[src/rtl/interleaver_commutator.sv]
// Commutator and sequencer for a convolutional interleaver branch bank: acquires
// packet sync, strobes one branch per byte and merges the branch outputs.
module interleaver_commutator #(
   parameter int         NUM_BRANCH = 12,
   parameter int         BR_W       = 4,
   parameter int         FRAME_LEN  = 204,
   parameter logic [7:0] SYNC_BYTE  = 8'h47,
   parameter int         MISS_MAX   = 3
) (
   input  logic                    clk,
   input  logic                    reset,
   input  logic                    in_valid,
   input  logic [7:0]              in_data,
   input  logic [8*NUM_BRANCH-1:0] br_data_in,
   output logic [NUM_BRANCH-1:0]   buf_en,
   output logic [7:0]              br_data_out,
   output logic                    out_valid,
   output logic [7:0]              out_data,
   output logic                    locked,
   output logic                    sync_lost
);

   localparam int CNT_W  = (FRAME_LEN > 1) ? $clog2(FRAME_LEN) : 1;
   localparam int MISS_W = (MISS_MAX > 1) ? $clog2(MISS_MAX + 1) : 1;

   typedef enum logic [0:0] {
      ST_SEARCH  = 1'b0,
      ST_ALIGNED = 1'b1
   } state_t;

   state_t                state_q, state_d;
   logic [BR_W-1:0]       ptr_q, ptr_d, ptr_inc;
   logic [BR_W-1:0]       sel_q, sel_d;
   logic [CNT_W-1:0]      cnt_q, cnt_d, cnt_inc;
   logic [MISS_W-1:0]     miss_q, miss_d;
   logic [NUM_BRANCH-1:0] buf_en_q, buf_en_d, ptr_hot;
   logic [7:0]            br_data_out_q, br_data_out_d;
   logic [7:0]            out_data_q, out_data_d;
   logic                  stb_q, stb_d;
   logic                  out_valid_q, out_valid_d;
   logic                  locked_q, locked_d;
   logic                  sync_lost_q, sync_lost_d;
   logic                  is_sync, accept, sync_slot, lose;
   logic [7:0]            br_masked [NUM_BRANCH];
   logic [7:0]            br_mux;
   logic                  unused_br0;

   assign is_sync   = (in_data == SYNC_BYTE);
   assign accept    = in_valid && ((state_q == ST_ALIGNED) || is_sync);
   assign sync_slot = (cnt_q == '0);
   assign lose      = in_valid && (state_q == ST_ALIGNED) && sync_slot && !is_sync
                      && (miss_q == MISS_W'(MISS_MAX - 1));
   assign ptr_inc   = (ptr_q == BR_W'(NUM_BRANCH - 1)) ? '0 : ptr_q + 1'b1;
   assign cnt_inc   = (cnt_q == CNT_W'(FRAME_LEN - 1)) ? '0 : cnt_q + 1'b1;

   // Branch 0 is the internal bypass: it never gets a strobe and its lane is ignored.
   assign unused_br0 = ^br_data_in[7:0];

   genvar gi;
   generate
      for (gi = 0; gi < NUM_BRANCH; gi++) begin : g_branch
         if (gi == 0) begin : g_bypass
            assign ptr_hot[gi]   = 1'b0;
            assign br_masked[gi] = 8'h00;
         end else begin : g_delay
            assign ptr_hot[gi]   = (ptr_q == BR_W'(gi));
            assign br_masked[gi] = (sel_q == BR_W'(gi)) ? br_data_in[8*gi +: 8] : 8'h00;
         end
      end
   endgenerate

   always_comb begin : mux_comb
      br_mux = 8'h00;
      for (int i = 0; i < NUM_BRANCH; i++) begin
         br_mux = br_mux | br_masked[i];
      end
   end

   // ---------------- FSM: state register / next state / outputs ----------------
   always_ff @(posedge clk) begin : state_reg
      if (reset) begin
         state_q <= ST_SEARCH;
      end else begin
         state_q <= state_d;
      end
   end

   always_comb begin : next_state_comb
      state_d = state_q;
      case (state_q)
         ST_SEARCH:  if (in_valid && is_sync) state_d = ST_ALIGNED;
         ST_ALIGNED: if (lose) state_d = ST_SEARCH;
         default:    state_d = ST_SEARCH;
      endcase
   end

   always_comb begin : fsm_out_comb
      locked_d    = (state_d == ST_ALIGNED);
      sync_lost_d = lose;
   end

   // ---------------- Position and sync-miss tracking ----------------
   always_comb begin : counters_comb
      ptr_d  = ptr_q;
      cnt_d  = cnt_q;
      miss_d = miss_q;
      if (accept) begin
         ptr_d = ptr_inc;
         cnt_d = cnt_inc;
         if (state_q == ST_SEARCH) begin
            miss_d = '0;
         end else if (sync_slot) begin
            miss_d = is_sync ? '0 : miss_q + 1'b1;
         end
      end
      // The triggering byte is still strobed below; only the position restarts.
      if (lose) begin
         ptr_d  = '0;
         cnt_d  = '0;
         miss_d = '0;
      end
   end

   // ---------------- Stage 1: strobe the selected branch ----------------
   always_comb begin : stage1_comb
      buf_en_d      = '0;
      br_data_out_d = br_data_out_q;
      sel_d         = sel_q;
      stb_d         = accept;
      if (accept) begin
         buf_en_d      = ptr_hot;
         br_data_out_d = in_data;
         sel_d         = ptr_q;
      end
   end

   // ---------------- Stage 2: merge branch outputs ----------------
   always_comb begin : stage2_comb
      out_valid_d = stb_q;
      out_data_d  = out_data_q;
      if (stb_q) begin
         out_data_d = (sel_q == '0) ? br_data_out_q : br_mux;
      end
   end

   always_ff @(posedge clk) begin : datapath_reg
      if (reset) begin
         ptr_q         <= '0;
         cnt_q         <= '0;
         miss_q        <= '0;
         sel_q         <= '0;
         buf_en_q      <= '0;
         br_data_out_q <= 8'h00;
         stb_q         <= 1'b0;
         out_valid_q   <= 1'b0;
         out_data_q    <= 8'h00;
         locked_q      <= 1'b0;
         sync_lost_q   <= 1'b0;
      end else begin
         ptr_q         <= ptr_d;
         cnt_q         <= cnt_d;
         miss_q        <= miss_d;
         sel_q         <= sel_d;
         buf_en_q      <= buf_en_d;
         br_data_out_q <= br_data_out_d;
         stb_q         <= stb_d;
         out_valid_q   <= out_valid_d;
         out_data_q    <= out_data_d;
         locked_q      <= locked_d;
         sync_lost_q   <= sync_lost_d;
      end
   end

   assign buf_en      = buf_en_q;
   assign br_data_out = br_data_out_q;
   assign out_valid   = out_valid_q;
   assign out_data    = out_data_q;
   assign locked      = locked_q;
   assign sync_lost   = sync_lost_q;

endmodule

[config.mk]
export PLATFORM = sky130hd
export DESIGN_NAME = interleaver_commutator
export DESIGN_NICKNAME = d
export VERILOG_FILES = /design/src/rtl/interleaver_commutator.sv
export SDC_FILE = /design/constraint.sdc
export NUM_CORES = 1
export LEC_CHECK = 0
export CAP_MARGIN = 20
export CELL_PAD_IN_SITES_DETAIL_PLACEMENT = 0
export CELL_PAD_IN_SITES_GLOBAL_PLACEMENT = 2
export CORE_UTILIZATION = 22
export CTS_CLUSTER_SIZE = 24
export DETAILED_ROUTE_END_ITERATION = 6
export PLACE_DENSITY = 0.9
export SLEW_MARGIN = 20
export SYNTH_ARGS = -nofsm -noshare
export SYNTH_HDL_FRONTEND = slang
export SYNTH_SLANG_ARGS = --single-unit
[constraint.sdc]
create_clock -name clk -period 2.6 [get_ports clk]
set_input_delay 0.52 -clock clk [delete_from_list [all_inputs] [get_ports clk]]
set_output_delay 0.52 -clock clk [all_outputs]
set_load 0.05 [all_outputs]
==> results.txt, run 1 <==
----------------------------------------------------
[Clocking]
  Number of post-CTS setup repair buffers ... 0
  CTS HTree Levels ... 2
  Root buf cell ... sky130_fd_sc_hd__clkbuf_16
  Clock tree from TritonCTS ... yes
  Skew-Pair Late Insertion Delay ... about 290 ps
  Cts hold-fix bufs ... 0
  Total CTS buffers ... 5
  Clock Pin Slew Worst Setup and Hold Paths ... about 70 ps
  Post-CTS Resized ... 0
  Buffers from clock root to sink, at most ... 2
  TritonCTS sink count ... 49

[Critical path]
  Worst reg2reg startpoint ... sel_q[2]$_SDFFE_PP0P_
  Reg2Reg Depth ... 6
  CP max stage delay ... 590 ps
  CP Class ... input port to register
  Data arrival time of the critical path ... about 2500 ps
  Crit start category ... input port
  Chain of cells forming the critical path ... clkdlybuf4s50_1 > or4b_4 > o21ai_4 > nand2_4 > or4b_1 > a31oi_1
  Required time worst endpoint ... roughly 2800 ps
  Category of the worst setup path capture point ... register
  Largest fanout of any net on the critical path ... 4
  Crit path max-delay cell type ... sky130_fd_sc_hd__or4b_4
  Start point of the critical path ... in_data[3]

[Yosys]
  Sequential fraction of the synthesis area ... between 30% and 40%
  Cell types with the highest counts after synthesis ... sky130_fd_sc_hd__dfxtp_1, sky130_fd_sc_hd__nand2_1, sky130_fd_sc_hd__nor2_1
  Synth Flop Type ... sky130_fd_sc_hd__dfxtp_1
  Top cell type's share of synthesized area ... a little over a third
  Number of different library cells in the post-synthesis netlist ... 55
  Post-synthesis register bit count ... 49
  Synth area leaders ... sky130_fd_sc_hd__dfxtp_1, sky130_fd_sc_hd__nand2_1, sky130_fd_sc_hd__mux4_2, sky130_fd_sc_hd__a21oi_1, sky130_fd_sc_hd__nor2_1
  Most numerous cell in the Yosys netlist ... sky130_fd_sc_hd__dfxtp_1
  Cell type with the highest aggregate area in the netlist ... sky130_fd_sc_hd__dfxtp_1
  Post-synthesis async set-or-reset flop share ... 0%
  Net Count, Synth ... between 400 and 500
  Synthesis Warnings ... 0
  Number of enable-type register cells in the synthesized netlist ... 0
  Average cell area after synthesis ... around 8 um^2
  Gate count of the mapped netlist ... ~350
  Synthesized cell area ... 2824 um^2

[Finish]
  Utilization after layout ... roughly 37%
  Total Nets Final ... 599
  Register cell area after layout ... slightly below 1000 um^2
  Multi-input gate area ... roughly 1700 um^2
  Fill cell total of the finished layout ... 1,267
  Area added between synthesis and finish ... 62.78%
  Share of final-layout standard cells stronger than drive strength 1 ... 9.877%
  Antenna Cells ... 0

[Die]
  Placeable core area ... about 13,000 um^2
  Height of the chip ... about 120 um
  Std-Cell Rows ... 41
  Top-level I/O count ... between 100 and 150
  Initial Util ... ~22%
  Die footprint ... between 10,000 and 15,000 um^2
  Chip Width ... 115.3 um

[Route]
  Detailed-route DRC error count ... 0
  Post-detailed-routing wire length ... just over 10 mm
  Iteration-0 DRC count of the detailed router ... approximately 220
  Length of the first detailed-routing pass in iterations ... 4
  Average wire per cell in the routed design ... about 15 um
  Remaining antenna violation count ... 0
  Vias per inst ... between 4 and 5
  Via count ... between 3,000 and 4,000

[Timing]
  Worst slew margin relative to its limit ... between 50 and 60%
  Setup Viol. Count Final ... 0
  Unrepaired setup endpoints after global routing ... false
  Final critical-path share of the clock period ... 88.00%
  Achievable clock frequency ... roughly 440 MHz
  Min Tclk post-route ... between 2000 and 2500 ps
  Slew at the pin with the worst max-slew slack ... 670.7 ps
  Final number of max-transition violations ... 0
  Skew final ... ~5.2 ps
  Number of hold violations in the final report ... 0
  Final setup TNS ... 0 ps

[Hold path]
  Tightest Hold Check Type ... register to register
  Hold path startpoint ... miss_q[1]$_SDFFE_PP0P_
  Hold Path Stages ... 2

[Power and ir drop]
  Pwr dens ... between 300 and 400 nW/um^2
  Static Leak ... ~1.5 nW
  Largest vdd supply drop ... ~0.28 mV

[GRT]
  Global-route wire length before repair ... 15.33 mm
  Largest net degree at the start of global routing ... 38
  Gr usage total ... approximately 15%
  Initial antenna violation count ... 0
  Vias in the first global route ... between 2,000 and 3,000
  Grt total ovfl ... 0

[Job]
  Max Cap Violations ... 0

[Placed design]
  Sum of net half-perimeters after detailed placement ... about 7.9 mm
  GP Congestion ... approximately 0.79
  Number of input and output port buffers inserted ... 128

[Run status]
  Outcome ... complete, no violations

----------------------------------------------------
-- state kept, by name, summed over array words and instances (netlist names) --
name and cells:
sel_q 4, locked 1, out_valid_d 1, br_data_out 8
out_data 8, sync_lost 1, buf_en 11, out_valid 1
cnt_q 8, ptr_q 4, miss_q 2
-- report_power, final --
group	internal, W	total, W	switching (W)
combinational	0.000153	0.000210	0.0000572
clock	0.000554	0.000839	0.000284
sequential	0.000751	0.000751	0.000000567
-- critical path, delay by kind of cell --
family / cells / cell delay, ps
AND/OR/NAND/NOR: 3 / 1160
AO/OA/AOI/OAI: 2 / 390
buffers and inverters: 1 / 430
-- layout make-up --
| cell class | count | share of cell area [%] |
|---|---|---|
| Timing Repair Buffer | 152 | 32.06 |
| Sequential cell | 49 | 21.34 |
| Multi-Input combinational cell | 261 | 36.39 |
| Tap cell | 172 | 4.682 |
| Inverter | 16 | 1.306 |
| Clock buffer | 5 | 2.722 |
| Clock inverter | 3 | 1.497 |
-- worst paths after layout --
kind                                                 end  slack (ps)
worst min register to register    miss_q[1]$_SDFFE_PP0P_         470
worst min-delay path              miss_q[1]$_SDFFE_PP0P_         470
worst max-delay path               ptr_q[3]$_SDFFE_PP0P_         310
worst max register to register  out_data[5]$_SDFFE_PP0P_         520
-- logic make-up (layout without fill, tap and decap cells) --
group | Yosys count | after routing | share of synthesized area (%)
simple gates | 138 | 138 | 23.53
compound gates | 88 | 88 | 19.85
flops | 49 | 49 | 34.74
buf+inv | 43 | 176 | 6.026
mux | 21 | 21 | 10.77
fa+ha+maj | 7 | 7 | 3.101
xor+xnor | 6 | 6 | 1.861
other cells | 1 | 1 | 0.1328
-- metrics by stage --
stage	total power [W]	instances	setup slack [ps]	hold WS (ps)	instance area, um^2
6_report	0.001800	658	311.9	472.3	4597
5_1_grt	0.001860	658	244.6	504.5	4597
4_1_cts	0.001816	658	316.6	474.7	4597
3_5_place_dp	0.0009782	650	8.203	465.6	4403
3_3_place_gp	0.0009771	650	43.42	453.0	4403
2_1_floorplan	0.0008084	353	481.9	436.7	2824
-- routing by layer --
layer	track usage (%)	wire, um
met1	17.89	4321
met4	2.684	80
met5	0	0
met3	3.426	904
met2	26.79	4814
-- layout by cell type (no fill, tap or decap), types with 6 or more instances in the layout --
| master | count |
|---|---|
| sky130_fd_sc_hd__a21oi_1 | 30 |
| sky130_fd_sc_hd__buf_4 | 23 |
| sky130_fd_sc_hd__clkdlybuf4s50_1 | 128 |
| sky130_fd_sc_hd__dfxtp_1 | 49 |
| sky130_fd_sc_hd__ha_1 | 7 |
| sky130_fd_sc_hd__inv_1 | 15 |
| sky130_fd_sc_hd__mux2i_1 | 9 |
| sky130_fd_sc_hd__mux4_2 | 7 |
| sky130_fd_sc_hd__nand2_1 | 47 |
| sky130_fd_sc_hd__nand3_1 | 19 |
| sky130_fd_sc_hd__nor2_1 | 32 |
| sky130_fd_sc_hd__nor2b_1 | 7 |
| sky130_fd_sc_hd__nor3_1 | 6 |
| sky130_fd_sc_hd__o21ai_0 | 23 |
Note: power is estimated with default switching activity, not from simulation.
==> inputs of run 2 (changes only) <==
- CORE_MARGIN: unset -> 2
==> run 2 against run 1 <==
Effect of this change:
- via count is 0.43% higher
- setup slack got worse by 3.3 ps
- critical path type unchanged
- worst hold slack better by 10 ps
- cell count is the same
- clock-buffer cell count unchanged
- die area grew 3.5%
- core utilization is 0.21 points lower
- register-to-register slack got worse by 180 ps
- first-iteration DRC count down 14%
==> results.txt, run 2 (synthesis gave the netlist of run 1 again) <==
----------------------------------------------------
[Timing]
  Slew at the pin with the worst max-slew slack ... just under 800 ps
  Final number of max-transition violations ... 0
  Worst slew margin relative to its limit ... around half
  Min Tclk post-route ... around 2300 ps
  Setup Viol. Count Final ... 0
  Unrepaired setup endpoints after global routing ... false
  Final setup TNS ... 0 ps
  Number of hold violations in the final report ... 0
  Skew final ... approximately 7 ps
  Achievable clock frequency ... 436.4 MHz
  Final critical-path share of the clock period ... about nine tenths

[Finish]
  Utilization after layout ... a little over a third
  Share of final-layout standard cells stronger than drive strength 1 ... around a tenth
  Flip-flop count of the largest register after layout ... 11
  Antenna Cells ... 0
  Most common cell after layout, fill and taps aside ... sky130_fd_sc_hd__clkdlybuf4s50_1
  Area added between synthesis and finish ... 61.85%
  Total Nets Final ... 600
  Top library cells by usage in the layout, fill and taps aside ... sky130_fd_sc_hd__clkdlybuf4s50_1, sky130_fd_sc_hd__dfxtp_1, sky130_fd_sc_hd__nand2_1

[GRT]
  Grt total ovfl ... 0
  Global-route wire length before repair ... approximately 15 mm
  Initial antenna violation count ... 0
  Largest net degree at the start of global routing ... 21
  Gr usage total ... 13.80%
  Vias in the first global route ... 2,884

[Critical path]
  Category of the worst setup path capture point ... register
  R2R setup slack ... about 340 ps
  Crit path max-delay cell type ... sky130_fd_sc_hd__or4b_4
  CP Class ... input port to register
  Buffers plus inverters on the worst setup path ... 1
  Largest fanout of any net on the critical path ... 4
  Reg2Reg Depth ... 6
  Crit start category ... input port
  CP max stage delay ... 600 ps
  Worst reg2reg path endpoint ... out_data[1]$_SDFFE_PP0P_
  Data arrival time of the critical path ... roughly 2500 ps
  Chain of cells forming the critical path ... clkdlybuf4s50_1 > or4b_4 > o21ai_4 > nand2_4 > or4b_1 > a31oi_1
  Largest delay share family, worst path ... simple AND/OR/NAND/NOR gates
  Worst reg2reg startpoint ... sel_q[0]$_SDFFE_PP0P_
  Required time worst endpoint ... about 2800 ps

[Clocking]
  Root buf cell ... sky130_fd_sc_hd__clkbuf_16
  Post-CTS Resized ... 0
  Number of post-CTS setup repair buffers ... 0
  Skew-Pair Late Insertion Delay ... around 280 ps
  TritonCTS sink count ... 49
  Buffers from clock root to sink, at most ... 2
  CTS HTree Levels ... 2
  Clock Pin Slew Worst Setup and Hold Paths ... about 70 ps
  Cts hold-fix bufs ... 0
  Total CTS buffers ... 5
  Clock tree from TritonCTS ... yes

[Route]
  Iteration-0 DRC count of the detailed router ... ~190
  Detailed-route DRC error count ... 0
  Average wire per cell in the routed design ... between 15 and 20 um
  Length of the first detailed-routing pass in iterations ... 4
  Via count ... roughly 3,100
  Remaining antenna violation count ... 0
  Vias per inst ... between 4 and 5
  Post-detailed-routing wire length ... around 10 mm

[Die]
  Height of the chip ... about 120 um
  Die footprint ... 13,760 um^2
  Std-Cell Rows ... between 40 and 50
  Placeable core area ... ~13,000 um^2
  Chip Width ... around 120 um
  Initial Util ... 22.47%
  Top-level I/O count ... around 140

[Power and ir drop]
  Pwr dens ... roughly 370 nW/um^2
  Static Leak ... between 1.5 and 2 nW
  Largest vdd supply drop ... between 0.2 and 0.3 mV

[Hold path]
  Worst Hold Path EP ... miss_q[1]$_SDFFE_PP0P_
  Hold path startpoint ... miss_q[1]$_SDFFE_PP0P_
  Hold Path Stages ... 2
  Tightest Hold Check Type ... register to register

[Placed design]
  GP Congestion ... 0.8138
  Sum of net half-perimeters after detailed placement ... 8.035 mm
  Number of input and output port buffers inserted ... 128

[Run status]
  Outcome ... complete, no violations

[Job]
  Max Cap Violations ... 0

----------------------------------------------------
run 2: changes by cell type in the layout (fill, tap and decap cells not counted), sizes merged:
cell,change
bufinv,-1
clkinv,+1
buf,+1
inv,-1
run 2: per-layer routing:
layer | track usage [%] | routed length (um) | part of all wire, % | vias up
met5 | 0 | 0 | 0 | -
met4 | 2.510 | 107 | 1.1 | 0
met3 | 3.090 | 913 | 9.0 | 9
met2 | 24.52 | 4792 | 47 | 113
met1 | 17.24 | 4361 | 43 | 1426
li1 | - | - | - | 1521
run 2: worst max-delay path by stage:
stage | from | end | depth (start not counted)
floorplan | in_data[3] | ptr_q[3]$_SDFFE_PP0P_ | 5
global placement | in_data[3] | ptr_q[3]$_SDFFE_PP0P_ | 6
detailed placement | in_data[3] | ptr_q[3]$_SDFFE_PP0P_ | 6
CTS | in_data[3] | ptr_q[3]$_SDFFE_PP0P_ | 6
global route | sel_q[0]$_SDFFE_PP0P_ | out_data[1]$_SDFFE_PP0P_ | 6
finish | in_data[3] | ptr_q[3]$_SDFFE_PP0P_ | 6
run 2: layout make-up:
class	count	area (um^2)
multi-input combinational	261	1673
clock inverter	2	35.03
timing repair buffer	153	1481
clock buffer	5	125.1
inverter	16	60.06
tap	172	215.2
sequential	49	980.9
fill	1295	7998
run 2: worst reg2reg max path, cell delays in order, from the launching register on:
cell and delay (ps):
sky130_fd_sc_hd__dfxtp_1 820, sky130_fd_sc_hd__buf_4 300, sky130_fd_sc_hd__nor2b_1 370, sky130_fd_sc_hd__nand2_1 140
sky130_fd_sc_hd__o21ai_0 170, sky130_fd_sc_hd__a22oi_1 130, sky130_fd_sc_hd__a211oi_1 240
run 2: metrics by stage:
| step | hold slack (ps) | cells | instance area [um^2] | setup WS, ps | power [W] |
|---|---|---|---|---|---|
| after floorplan | 436.7 | 353 | 2824 | 481.9 | 0.0008084 |
| after global placement | 449.7 | 651 | 4410 | 39.75 | 0.0009752 |
| after detailed placement | 475.0 | 651 | 4410 | 7.947 | 0.0009765 |
| after CTS | 483.8 | 658 | 4571 | 293.7 | 0.001684 |
| after global routing | 495.2 | 658 | 4571 | 55.43 | 0.001731 |
| final | 482.5 | 658 | 4571 | 308.5 | 0.001668 |
run 2: report_power, final:
| group | switching (W) | total [W] | internal, W | leakage, nW |
|---|---|---|---|---|
| Combinational | 0.0000561 | 0.000208 | 0.000152 | 1.06 |
| Sequential | 0.000000545 | 0.000751 | 0.000751 | 0.394 |
| Clock | 0.000262 | 0.000709 | 0.000446 | 0.0797 |
